File: config.mk
export PLATFORM = sky130hd
export DESIGN_NAME = preamble_tx_sequencer
export DESIGN_NICKNAME = d
export VERILOG_FILES = /design/src/rtl/sc_preamble_pkg.sv /design/src/rtl/preamble_tx_sequencer_sample_tick_gen.sv /design/src/rtl/preamble_tx_sequencer.sv
export SDC_FILE = /design/constraint.sdc
export NUM_CORES = 1
export LEC_CHECK = 0
export ABC_AREA = 1
export CAP_MARGIN = 30
export CELL_PAD_IN_SITES_DETAIL_PLACEMENT = 1
export CELL_PAD_IN_SITES_GLOBAL_PLACEMENT = 2
export CORE_AREA = 5 5 91 93
export CTS_BUF_LIST = sky130_fd_sc_hd__clkbuf_4
export CTS_CLUSTER_SIZE = 10
export DETAILED_ROUTE_END_ITERATION = 8
export DIE_AREA = 0 0 96 98
export PLACE_DENSITY_LB_ADDON = 0.08
export SLEW_MARGIN = 20
export SYNTH_ARGS = -nofsm -noshare
export SYNTH_HDL_FRONTEND = slang
export SYNTH_HIERARCHICAL = 1
export SYNTH_SLANG_ARGS = --single-unit
export TNS_END_PERCENT = 5
File: constraint.sdc
create_clock -name clk -period 2.25 [get_ports clk]
set_input_delay 0.225 -clock clk [delete_from_list [all_inputs] [get_ports clk]]
set_output_delay 0.225 -clock clk [all_outputs]
set_load 0.01 [all_outputs]
File: src/rtl/sc_preamble_pkg.sv
// ============================================================================
// Module   : sc_preamble_pkg
// Brief    : Shared state encoding and defaults for the Schmidl-Cox preamble
//            transmit sequencer.
// Revision : 1.0 - initial release
// ============================================================================
`default_nettype none

package sc_preamble_pkg;

  localparam logic [2:0] ST_IDLE  = 3'd0;
  localparam logic [2:0] ST_PRIME = 3'd1;
  localparam logic [2:0] ST_PLAY  = 3'd2;
  localparam logic [2:0] ST_GUARD = 3'd3;
  localparam logic [2:0] ST_DONE  = 3'd4;

  typedef enum logic [2:0] {
    S_IDLE  = ST_IDLE,
    S_PRIME = ST_PRIME,
    S_PLAY  = ST_PLAY,
    S_GUARD = ST_GUARD,
    S_DONE  = ST_DONE
  } state_t;

  localparam int         PREAMBLE_LEN_DEF = 128;
  localparam logic [9:0] IDLE_LEVEL_DEF   = 10'h200;

endpackage

`default_nettype wire

File: src/rtl/preamble_tx_sequencer_sample_tick_gen.sv
// ============================================================================
// Module   : sample_tick_gen
// Brief    : SAMPLE_DIV down-counter; synchronous load forces a tick on the
//            next enabled cycle, then one tick every SAMPLE_DIV enabled cycles.
// Revision : 1.0 - initial release
// ============================================================================
`default_nettype none

module sample_tick_gen #(
  parameter int SAMPLE_DIV = 4
) (
  input  logic clk,
  input  logic reset,
  input  logic i_load,
  input  logic i_en,
  output logic o_tick
);

  localparam int c_cnt_w = (SAMPLE_DIV < 2) ? 1 : $clog2(SAMPLE_DIV);
  localparam logic [c_cnt_w-1:0] c_reload = c_cnt_w'(SAMPLE_DIV - 1);
  localparam logic [c_cnt_w-1:0] c_one    = c_cnt_w'(1);

  generate
    if (SAMPLE_DIV < 2) begin : g_div_check
      $error("sample_tick_gen: SAMPLE_DIV must be >= 2");
    end
  endgenerate

  logic [c_cnt_w-1:0] r_cnt;

  assign o_tick = i_en && (r_cnt == '0);

  always_ff @(posedge clk) begin
    if (!reset) begin
      r_cnt <= '0;
    end else if (i_load) begin
      r_cnt <= '0;
    end else if (i_en) begin
      r_cnt <= o_tick ? c_reload : (r_cnt - c_one);
    end
  end

endmodule

`default_nettype wire

File: src/rtl/preamble_tx_sequencer.sv
// ============================================================================
// Module   : preamble_tx_sequencer
// Brief    : Plays the preamble ROM to the DAC sample register at the
//            programmed rate, then a mid-scale guard, then signals completion.
//            Optional macro PREAMBLE_REPEAT_EN adds i_repeat (passes-1).
// Revision : 1.0 - initial release
// ============================================================================
`default_nettype none

module preamble_tx_sequencer
  import sc_preamble_pkg::*;
#(
  parameter int                ADDR_W       = 8,
  parameter int                DATA_W       = 10,
  parameter int                PREAMBLE_LEN = PREAMBLE_LEN_DEF,
  parameter int                SAMPLE_DIV   = 4,
  parameter int                GUARD_LEN    = 16,
  parameter logic [DATA_W-1:0] IDLE_LEVEL   = DATA_W'(IDLE_LEVEL_DEF)
) (
  input  logic              clk,
  input  logic              reset,
`ifdef PREAMBLE_REPEAT_EN
  input  logic [3:0]        i_repeat,
`endif
  input  logic              i_start,
  input  logic              i_abort,
  output logic              o_busy,
  output logic              o_done,
  output logic [ADDR_W-1:0] o_rom_addr,
  input  logic [DATA_W-1:0] i_rom_data,
  output logic [DATA_W-1:0] o_sample,
  output logic              o_sample_valid
);

  localparam int c_cnt_w  = $clog2(PREAMBLE_LEN) + 1;
  localparam int c_gcnt_w = $clog2(GUARD_LEN + 1) + 1;
  localparam logic [c_cnt_w-1:0]  c_last_smp   = c_cnt_w'(PREAMBLE_LEN - 1);
  localparam logic [c_cnt_w-1:0]  c_cnt_one    = c_cnt_w'(1);
  localparam logic [c_gcnt_w-1:0] c_last_guard = c_gcnt_w'((GUARD_LEN == 0) ? 0 : GUARD_LEN - 1);
  localparam logic [c_gcnt_w-1:0] c_gcnt_one   = c_gcnt_w'(1);
  localparam logic [ADDR_W-1:0]   c_addr_one   = ADDR_W'(1);

  generate
    if (PREAMBLE_LEN < 2 || PREAMBLE_LEN > (2 ** ADDR_W)) begin : g_len_check
      $error("preamble_tx_sequencer: PREAMBLE_LEN out of range");
    end
  endgenerate

  state_t              r_state;
  state_t              w_state_nx;
  logic [ADDR_W-1:0]   r_addr;
  logic [c_cnt_w-1:0]  r_smp_cnt;
  logic [c_gcnt_w-1:0] r_guard_cnt;
  logic [3:0]          r_pass_left;
  logic [3:0]          w_passes;
  logic [DATA_W-1:0]   r_sample;
  logic                r_valid;
  logic                r_busy;
  logic                r_done;
  logic                w_tick;
  logic                w_play_tick;
  logic                w_guard_tick;
  logic                w_last_smp;

`ifdef PREAMBLE_REPEAT_EN
  assign w_passes = i_repeat;
`else
  assign w_passes = 4'd0;
`endif

  sample_tick_gen #(
    .SAMPLE_DIV (SAMPLE_DIV)
  ) u_tick (
    .clk    (clk),
    .reset  (reset),
    .i_load (r_state == S_PRIME),
    .i_en   ((r_state == S_PLAY) || (r_state == S_GUARD)),
    .o_tick (w_tick)
  );

  assign w_play_tick  = (r_state == S_PLAY)  && w_tick;
  assign w_guard_tick = (r_state == S_GUARD) && w_tick;
  assign w_last_smp   = (r_smp_cnt == c_last_smp);

  always_comb begin
    w_state_nx = r_state;
    case (r_state)
      S_IDLE:  if (i_start) w_state_nx = S_PRIME;
      S_PRIME: w_state_nx = S_PLAY;
      S_PLAY: begin
        if (w_play_tick && w_last_smp && (r_pass_left == 4'd0)) begin
          w_state_nx = (GUARD_LEN == 0) ? S_DONE : S_GUARD;
        end
      end
      S_GUARD: if (w_guard_tick && (r_guard_cnt == c_last_guard)) w_state_nx = S_DONE;
      S_DONE:  w_state_nx = S_IDLE;
      default: w_state_nx = S_IDLE;
    endcase
    // Abort overrides everything, including a start arriving in IDLE.
    if (i_abort) w_state_nx = S_IDLE;
  end

  always_ff @(posedge clk) begin
    if (!reset) begin
      r_state     <= S_IDLE;
      r_addr      <= '0;
      r_smp_cnt   <= '0;
      r_guard_cnt <= '0;
      r_pass_left <= '0;
      r_sample    <= IDLE_LEVEL;
      r_valid     <= 1'b0;
      r_busy      <= 1'b0;
      r_done      <= 1'b0;
    end else begin
      r_state <= w_state_nx;
      r_busy  <= (w_state_nx != S_IDLE);
      r_done  <= (w_state_nx == S_DONE);
      r_valid <= 1'b0;
      if (w_state_nx == S_IDLE) begin
        r_addr      <= '0;
        r_smp_cnt   <= '0;
        r_guard_cnt <= '0;
        r_sample    <= IDLE_LEVEL;
      end else begin
        if (r_state == S_IDLE) begin
          r_pass_left <= w_passes;
        end
        if (w_play_tick) begin
          r_sample <= i_rom_data;
          r_valid  <= 1'b1;
          // End of a pass: rewind so a following pass keeps the same cadence.
          if (w_last_smp) begin
            r_addr    <= '0;
            r_smp_cnt <= '0;
            if (r_pass_left != 4'd0) r_pass_left <= r_pass_left - 4'd1;
          end else begin
            r_addr    <= r_addr + c_addr_one;
            r_smp_cnt <= r_smp_cnt + c_cnt_one;
          end
        end else if (w_guard_tick) begin
          r_sample    <= IDLE_LEVEL;
          r_valid     <= 1'b1;
          r_guard_cnt <= r_guard_cnt + c_gcnt_one;
        end
      end
    end
  end

  assign o_busy         = r_busy;
  assign o_done         = r_done;
  assign o_rom_addr     = r_addr;
  assign o_sample       = r_sample;
  assign o_sample_valid = r_valid;

endmodule

`default_nettype wire

==> results of run 1 <==
-- state kept, by name (all words and copies together), names as in the netlist --
register / count
o_sample: 10
o_rom_addr: 8
r_smp_cnt: 8
r_guard_cnt: 6
r_pass_left: 4
r_state: 3
u_tick/r_cnt: 2
o_busy: 1
o_done: 1
o_sample_valid: 1
-- power breakdown --
part / total [uW] / internal (uW) / switching, uW
Sequential: 785 / 783 / 2.29
Clock: 513 / 233 / 280
Combinational: 94.8 / 46.6 / 48.2
-- worst paths after layout --
path | depth (start not counted) | to | slack [ns] | startpoint
setup reg to reg | 14 | r_guard_cnt[5] | 0.21 | r_state[0]
hold reg to reg | 2 | o_sample[4] | 0.47 | o_sample[4]
setup / recovery | 14 | r_guard_cnt[5] | 0.21 | r_state[0]
hold / removal | 3 | o_sample[3] | 0.40 | i_rom_data[3]
-- cell families (layout without fill, tap and decap cells) --
group	count (synthesis)	count (layout)	share of synthesized area (%)
AOI/OAI and AO/OA	33	33	10.74
xor gates and xnor gates	8	8	3.200
adders and majority gates	6	6	3.428
buffers and inverters	43	95	8.400
DFF	44	44	40.23
and+or+nand+nor	155	155	34.00
-- critical path, cell delays in order (launching register included) --
cell and delay [ns]:
sky130_fd_sc_hd__dfxtp_1 0.36, sky130_fd_sc_hd__inv_1 0.12, sky130_fd_sc_hd__nand3_2 0.12, sky130_fd_sc_hd__nand2_1 0.10, sky130_fd_sc_hd__nand2_1 0.05, sky130_fd_sc_hd__inv_1 0.06
sky130_fd_sc_hd__inv_1 0.09, sky130_fd_sc_hd__nor2_4 0.15, sky130_fd_sc_hd__inv_2 0.10, sky130_fd_sc_hd__nor2_4 0.13, sky130_fd_sc_hd__nand3b_4 0.14, sky130_fd_sc_hd__nand3_4 0.14
sky130_fd_sc_hd__nand2_8 0.10, sky130_fd_sc_hd__buf_4 0.20, sky130_fd_sc_hd__a21oi_2 0.10
-- Yosys cell counts --
library cell | n | share of area, %
sky130_fd_sc_hd__inv_2 | 3 | 0.51
sky130_fd_sc_hd__a22oi_1 | 1 | 0.34
sky130_fd_sc_hd__buf_6 | 3 | 1.5
sky130_fd_sc_hd__xnor2_1 | 2 | 0.80
sky130_fd_sc_hd__o22ai_1 | 3 | 0.86
sky130_fd_sc_hd__o21ai_0 | 8 | 1.8
sky130_fd_sc_hd__or2_2 | 4 | 1.1
sky130_fd_sc_hd__clkbuf_1 | 2 | 0.34
sky130_fd_sc_hd__nor2_2 | 1 | 0.29
sky130_fd_sc_hd__xor2_1 | 6 | 2.4
sky130_fd_sc_hd__nand4_1 | 6 | 1.7
sky130_fd_sc_hd__a21oi_2 | 17 | 6.8
sky130_fd_sc_hd__inv_1 | 34 | 5.8
sky130_fd_sc_hd__dfxtp_1 | 44 | 40
sky130_fd_sc_hd__ha_1 | 6 | 3.4
sky130_fd_sc_hd__nand3_1 | 22 | 5.0
sky130_fd_sc_hd__nand3_2 | 3 | 1.4
sky130_fd_sc_hd__nor2_1 | 29 | 5.0
sky130_fd_sc_hd__nand2_4 | 1 | 0.51
sky130_fd_sc_hd__nand2_2 | 2 | 0.57
sky130_fd_sc_hd__nor3_2 | 4 | 1.8
sky130_fd_sc_hd__nor3_1 | 4 | 0.91
sky130_fd_sc_hd__a21oi_1 | 4 | 0.91
sky130_fd_sc_hd__nand2_1 | 74 | 13
sky130_fd_sc_hd__clkinv_1 | 1 | 0.17
sky130_fd_sc_hd__nor2_4 | 4 | 2.1
sky130_fd_sc_hd__nand3b_4 | 1 | 0.91
-- repair_timing --
action,in CTS,in global routing
endpoints found under the setup margin,0,22
resized for setup,0,3
setup buffers,0,6
endpoints found under the hold margin,0,0
-- layer usage --
| metal | up-vias | track usage (%) | part of all wire, % |
|---|---|---|---|
| li1 | 1022 | - | - |
| met1 | 906 | 17.26 | 51 |
| met2 | 19 | 18.32 | 45 |
| met3 | 6 | 2.773 | 2.5 |
| met4 | 0 | 3.939 | 1.5 |
| met5 | - | 0 | 0 |
-- metrics by stage --
stage / utilization, % / instances / worst slack, ns / power, uW / instance area [um^2]
floorplan: - / 289 / 0.3949 / 845.3 / 2190
global placement: 36.04 / 429 / 0.2299 / 885.3 / 2684
detailed placement: 36.04 / 429 / 0.1355 / 886.3 / 2684
CTS: 37.11 / 437 / 0.1146 / 1412 / 2764
global route: 37.95 / 443 / 0.03043 / 1466 / 2826
finish: 37.95 / 443 / 0.2139 / 1393 / 2826
-- layout make-up --
| class | instances | area [um^2] |
|---|---|---|
| sequential | 44 | 882.1 |
| timing repair buffer | 49 | 452.9 |
| multi-input combinational | 202 | 1141 |
| tap | 102 | 127.6 |
| inverter | 38 | 142.6 |
| clock buffer | 5 | 37.54 |
| clock inverter | 3 | 42.54 |
| fill | 942 | 4621 |
==> results, run 1 <==
- The run finished with clean final reports.
- The violation count after the first detailed-routing iteration is 41.
- 0 antenna diodes ended up in the layout.
- The sequential fraction of the synthesis area is 40.23%.
- The placeable core region is 7447 um^2.
- The final layout contains routed wiring with a total length of 5474 um.
- Yosys printed 6 warnings.
- During placement, the flow inserted port buffers numbering 34.
- The number of distinct library cells after synthesis is 27.
- The die footprint is 9408 um^2.
- The number of max-slew violations in the final report is 0.
- The clock skew is 0.01535 ns.
- TritonCTS built the clock tree.
- The max-capacitance violation count is 0.
- Clock-pin slew was measured on the worst setup and hold paths at 0.15 ns.
- The congestion estimate from routability-driven global placement came to 0.7617.
- The layout cell share with drive strength beyond 1 is 18.48%.
- For this run the aggregate overflow at the end of global routing stands at 0.
- For the finished layout, the period the worst path requires is 2.036 ns.
- Along the worst path, the maximum fanout reaches 14.
- The worst hold slack across all endpoints is 0.4023 ns.
- The post-detailed-route count of antenna-violating nets is 0.
- The H-tree was split into 2 levels.
- The final hold violation count was 0.
- The most common cell after layout, fill and taps aside is sky130_fd_sc_hd__nand2_1.
- The data arrival time of the critical path is 2.34 ns.
- The class of the tightest hold or removal check is input port to register.
- Global routing used 12.25% of the available tracks across all layers.
- Averaged over all synthesized cells, the footprint is 7.576 um^2.
- Summing over every cut layer, the via total after detailed routing is 1953.
- The number of global-route vias before repair is 1899.
- The tree built by TritonCTS fans out to 44 sinks.
- The count of mapped cells out of synthesis is 289.
- The total I/O pin count is 35.
- The hold buffer count at cts is 0.
- The number of rows in the core area is 32.
- STA classifies the critical path endpoint as a register.
- The count of final setup violators is 0.
- No sink is reached through more buffers than the 2 on the longest clock path.
- Measured against its own limit, the worst slew margin works out to 78.06%.
- The signed area change from the synthesized netlist to the final layout is 29.09%.
- In this run the static leakage power is 0.001053 uW.
- The number of nets handed over by synthesis was 309.
- For this run, the top clock speed supported by timing is 491.1 MHz.
- The area of the mapped netlist is 2190 um^2.
- For this run, the detailed router's first-pass iteration total came to 4.
- The cell sitting at the root of the clock tree is a sky130_fd_sc_hd__clkbuf_4.
- In the routed layout, each cell is associated on average with a via count of 4.409.
- At the end of the flow, the number of nets in the layout was 360.
- Counting flops and latches in the post-synthesis netlist gives 44.
- The average routed wire per standard cell is 12.36 um.
- In the routed design, unresolved DRC markers number 0.
- The half-perimeter wire length of the detailed placement result is 4141 um.
- The die is 96 um wide.
- The power density over cell area is 492.7 nW/um^2.
- Entering global routing, the biggest net connects 16 pins.
- At the pin with the least slew margin, the transition time is 0.3282 ns.
- In this run, CTS created clock tree buffers numbering 5.
- The library cells used most frequently in the layout, excluding fill and tap cells, are sky130_fd_sc_hd__nand2_1, sky130_fd_sc_hd__dfxtp_1, sky130_fd_sc_hd__inv_1, sky130_fd_sc_hd__clkdlybuf4s50_1, sky130_fd_sc_hd__nor2_1.
- The share of the clock period used by the worst path is 90.49%.
- Once the floorplan was initialized, standard cells occupied 29.40% of the core.
- The initial antenna violation count was 0.
- Setup repair after global routing left no endpoint under its margin.
- The launching element type of the critical path is a register.
- The data required time of the critical path is 2.55 ns.
- For the worst-skew pair, the clock arrives at the later sink with an insertion delay of 0.37 ns.
- IR analysis of the VDD net gives a maximum drop of 0.0001733 V.
- The total negative slack is 0 ns.
- The floorplan die height is 98 um.
- The worst setup path category is register to register.
- The first global-routing pass estimated 9211 um of wire.
Power figures use the tool's default switching activity.
==> run 2, diff against run 1 <==
--- a/config.mk
+++ b/config.mk
@@ -15,6 +15,7 @@
 export DETAILED_ROUTE_END_ITERATION = 8
 export DIE_AREA = 0 0 96 98
 export PLACE_DENSITY_LB_ADDON = 0.08
+export REMOVE_ABC_BUFFERS = 1
 export SLEW_MARGIN = 20
 export SYNTH_ARGS = -nofsm -noshare
 export SYNTH_HDL_FRONTEND = slang
==> run 2 against run 1 <==
Effect of this change: sequential cell count is the same; clock power shrank 25%; final cell count shrank 1.1%; critical endpoint is now o_rom_addr[3]; largest power group unchanged; highest routed layer unchanged.
==> results, run 2 (synthesized netlist as in run 1, its figures left out) <==
- Status: finished, final reports clean (unchanged).
- The worst setup path category was register to register (unchanged).
- The power density over cell area is 454.9 nW/um^2 (was 492.7 nW/um^2).
- The maximum fanout along the worst path is 11 (was 14).
- The launching element type of the critical path is a register (unchanged).
- The buffer cell driving the clock tree root is sky130_fd_sc_hd__clkbuf_4 (unchanged).
- The number of buffers between clock root and the deepest sink is 2 (unchanged).
- The terminating pin of the worst hold path is o_sample[1] (was o_sample[3]).
- Highest-count cells in the layout ignoring fill and taps: sky130_fd_sc_hd__nand2_1, sky130_fd_sc_hd__dfxtp_1, sky130_fd_sc_hd__inv_1, sky130_fd_sc_hd__clkdlybuf4s50_1, sky130_fd_sc_hd__nor2_1 (unchanged).
- The number of cell instances on the worst register-to-register path is 13 (was 14).
- The worst slew slack as a fraction of its limit is 78.33% (was 78.06%).
- The average routed wire per standard cell came to 12.29 um (was 12.36 um).
- The die boundary width is 96 um (unchanged).
- The cell count of the worst hold path is 3 (unchanged).
- The count of inserted antenna diode cells is 0 (unchanged).
- The initial antenna violation count came to 0 (unchanged).
- The iteration count of the initial detailed-routing pass is 4 (unchanged).
- The maximum cell stage delay along the critical path was 0.42 ns (was 0.36 ns).
- The count of final setup violators is 0 (unchanged).
- The total negative slack is 0 ns (unchanged).
- The final RePlAce weighted congestion is 0.7148 (was 0.7617).
- The number of nets at the end of the flow was 356 (was 360).
- The worst setup slack for register-to-register paths is 0.26 ns (was 0.21 ns).
- The origin of the worst min-delay path is i_rom_data[1] (was i_rom_data[3]).
- The static leakage is 0.001024 uW (was 0.001053 uW).
- The max-capacitance violation count came to 0 (unchanged).
- The reg-to-reg critical path startpoint is r_state[1] (was r_state[0]).
- The data required time of the critical path came to 2.55 ns (about the same).
- The data arrival time of the critical path was 2.29 ns (was 2.34 ns).
- The CTS tree is yes (unchanged).
- The number of flip-flops under the largest register name is 10 (unchanged).
- The post-layout worst setup margin was 0.2627 ns (was 0.2139 ns).
- The clock network latency to the later pin of the worst-skew pair is 0.37 ns (about the same).
- The violation count after the first detailed-routing iteration is 59 (was 41).
- The placeable core region is 7447 um^2 (unchanged).
- The die footprint was 9408 um^2 (unchanged).
- The all-layer global routing usage is 12.35% (was 12.25%).
- The number of max-slew violations in the final report came to 0 (unchanged).
- The reg-to-reg critical path endpoint is o_rom_addr[3] (was r_guard_cnt[5]).
- The share of the clock period used by the worst path came to 88.33% (was 90.49%).
- The class of the tightest hold or removal check was input port to register (unchanged).
- The endpoint kind of the worst setup timing path is a register (unchanged).
- The clock skew is 0.01388 ns (was 0.01535 ns).
- Unrepaired setup endpoints after global routing: no (unchanged).
- The largest net degree at the start of global routing is 15 (was 16).
- The signed area change from the synthesized netlist to the final layout is 26.86% (was 29.09%).
- The sequential cell area is 880.8 um^2 (was 882.1 um^2).
- The global-route wire length before repair is 9301 um (was 9211 um).
- The number of global-route vias before repair came to 1978 (was 1899).
- The number of I/O port buffers is 34 (unchanged).
- The half-perimeter wire length of the detailed placement result was 4190 um (was 4141 um).
- The most common cell after layout, fill and taps aside is sky130_fd_sc_hd__nand2_1 (unchanged).
- The final hold violation count is 0 (unchanged).
- The floorplan die height was 98 um (unchanged).
- The final global-route overflow total is 0 (unchanged).
- The vias after detailed routing came to 1939 (was 1953).
- The total clock sinks came to 44 (unchanged).
- The layout cell share with drive strength beyond 1 is 17.26% (was 18.48%).
- The pre-CTS setup slack is 0.1477 ns (was 0.1355 ns).
- The number of vias per cell after detailed routing was 4.427 (was 4.409).
- The slowest cell on the critical path is sky130_fd_sc_hd__dfxtp_1 (unchanged).
- The highest achievable clock rate is 503.2 MHz (was 491.1 MHz).
- The transition at the pin with the smallest max-transition slack came to 0.3241 ns (was 0.3282 ns).
- The minimum period implied by the final worst setup slack came to 1.987 ns (was 2.036 ns).
- The hold buffer count at cts is 0 (unchanged).
- The post-detailed-route count of antenna-violating nets is 0 (unchanged).
- The maximum ir drop on the vdd rail came to 0.0001909 V (was 0.0001733 V).
- The final routed wirelength across all metal layers came to 5385 um (was 5474 um).
- The deepest level of the CTS H-tree was 2 (unchanged).
- The effective utilization at floorplan came to 29.40% (unchanged).
- The clock-pin slew on the worst setup and hold paths was 0.13 ns (was 0.15 ns).
- The number of rows in the core area is 32 (unchanged).
- The area of combinational cells with multiple inputs is 1141 um^2 (unchanged).
- Worst path cell trace: nand3_2 -> nand2_1 -> nand2_1 -> inv_1 -> inv_1 -> nor2_4 -> inv_2 -> nor2_4 -> nand3b_4 -> nand3_4 -> nand2_8 -> buf_4 -> nor3_2 (was inv_1 -> nand3_2 -> nand2_1 -> nand2_1 -> inv_1 -> inv_1 -> nor2_4 -> inv_2 -> nor2_4 -> nand3b_4 -> nand3_4 -> nand2_8 -> buf_4 -> a21oi_2).
- The total cell area at the placement stage is 2681 um^2 (was 2684 um^2).
- The number of buffers created by CTS is 5 (unchanged).
- The DRC violations left is 0 (unchanged).
- The count of filler cells inserted in the layout is 927 (was 942).
- The total I/O pin count is 35 (unchanged).
- The cell area after layout is 2778 um^2 (was 2826 um^2).
## run 2: changes by cell type in the layout (fill, tap and decap cells not counted)
cell,delta
sky130_fd_sc_hd__dfxtp_1,+1
sky130_fd_sc_hd__clkinvlp_4,+1
sky130_fd_sc_hd__dfxtp_2,-1
sky130_fd_sc_hd__clkinv_2,+1
sky130_fd_sc_hd__clkinv_4,-1
sky130_fd_sc_hd__clkinv_1,-1
sky130_fd_sc_hd__buf_4,-5
sky130_fd_sc_hd__bufinv_16,-1
sky130_fd_sc_hd__buf_12,+1
## run 2: layout make-up
type	instances	share of cell area, %
flip-flops and latches	44	31.71
repair buffers	45	15.68
multi-input cells	202	41.08
inverters	38	5.135
well taps	102	4.595
clock inverters	2	0.4505
clock buffers	5	1.351
## run 2: how the worst max path moves through the flow
stage	start	endpoint
global route	r_state[0]	o_rom_addr[1]
finish	r_state[1]	o_rom_addr[3]
floorplan	r_state[1]	o_sample[9]
detailed placement	r_state[1]	o_rom_addr[3]
CTS	r_state[1]	o_rom_addr[3]
global placement	r_state[1]	o_rom_addr[4]
## run 2: what timing repair did
action | CTS | global route
resized for setup | 0 | 2
setup endpoints to repair | 0 | 22
buffers inserted | 0 | 4
## run 2: report_power, final
group / leakage [uW] / switching [uW] / internal (uW)
Combinational: 0.000642 / 47.6 / 45.1
Clock: 0.0000271 / 272 / 114
Sequential: 0.000355 / 2.15 / 782
Total: 0.00102 / 322 / 942
## run 2: layer usage
layer	vias to the layer above	wire, um	GRT usage, %
met5	-	0	0
met4	0	75	3.611
met1	901	2504	16.23
li1	1014	-	-
met3	6	173	2.619
met2	18	2632	20.13
## run 2: critical path: cells and delay by family, from the launching register on
| kind | cells | cell delay (ns) |
|---|---|---|
| AND/OR/NAND/NOR | 9 | 1.07 |
| flip-flops | 1 | 0.42 |
| buffers and inverters | 4 | 0.44 |
## run 2: stage by stage
stage | cells | hold WS, ns | total power (uW) | util [%]
3_5_place_dp | 427 | 0.4656 | 886.0 | 36.00
2_1_floorplan | 284 | 0.3695 | 838.4 | -
3_3_place_gp | 427 | 0.4640 | 886.2 | 36.00
6_report | 438 | 0.4273 | 1264 | 37.30
5_1_grt | 438 | 0.3979 | 1332 | 37.30
4_1_cts | 434 | 0.4147 | 1281 | 36.68
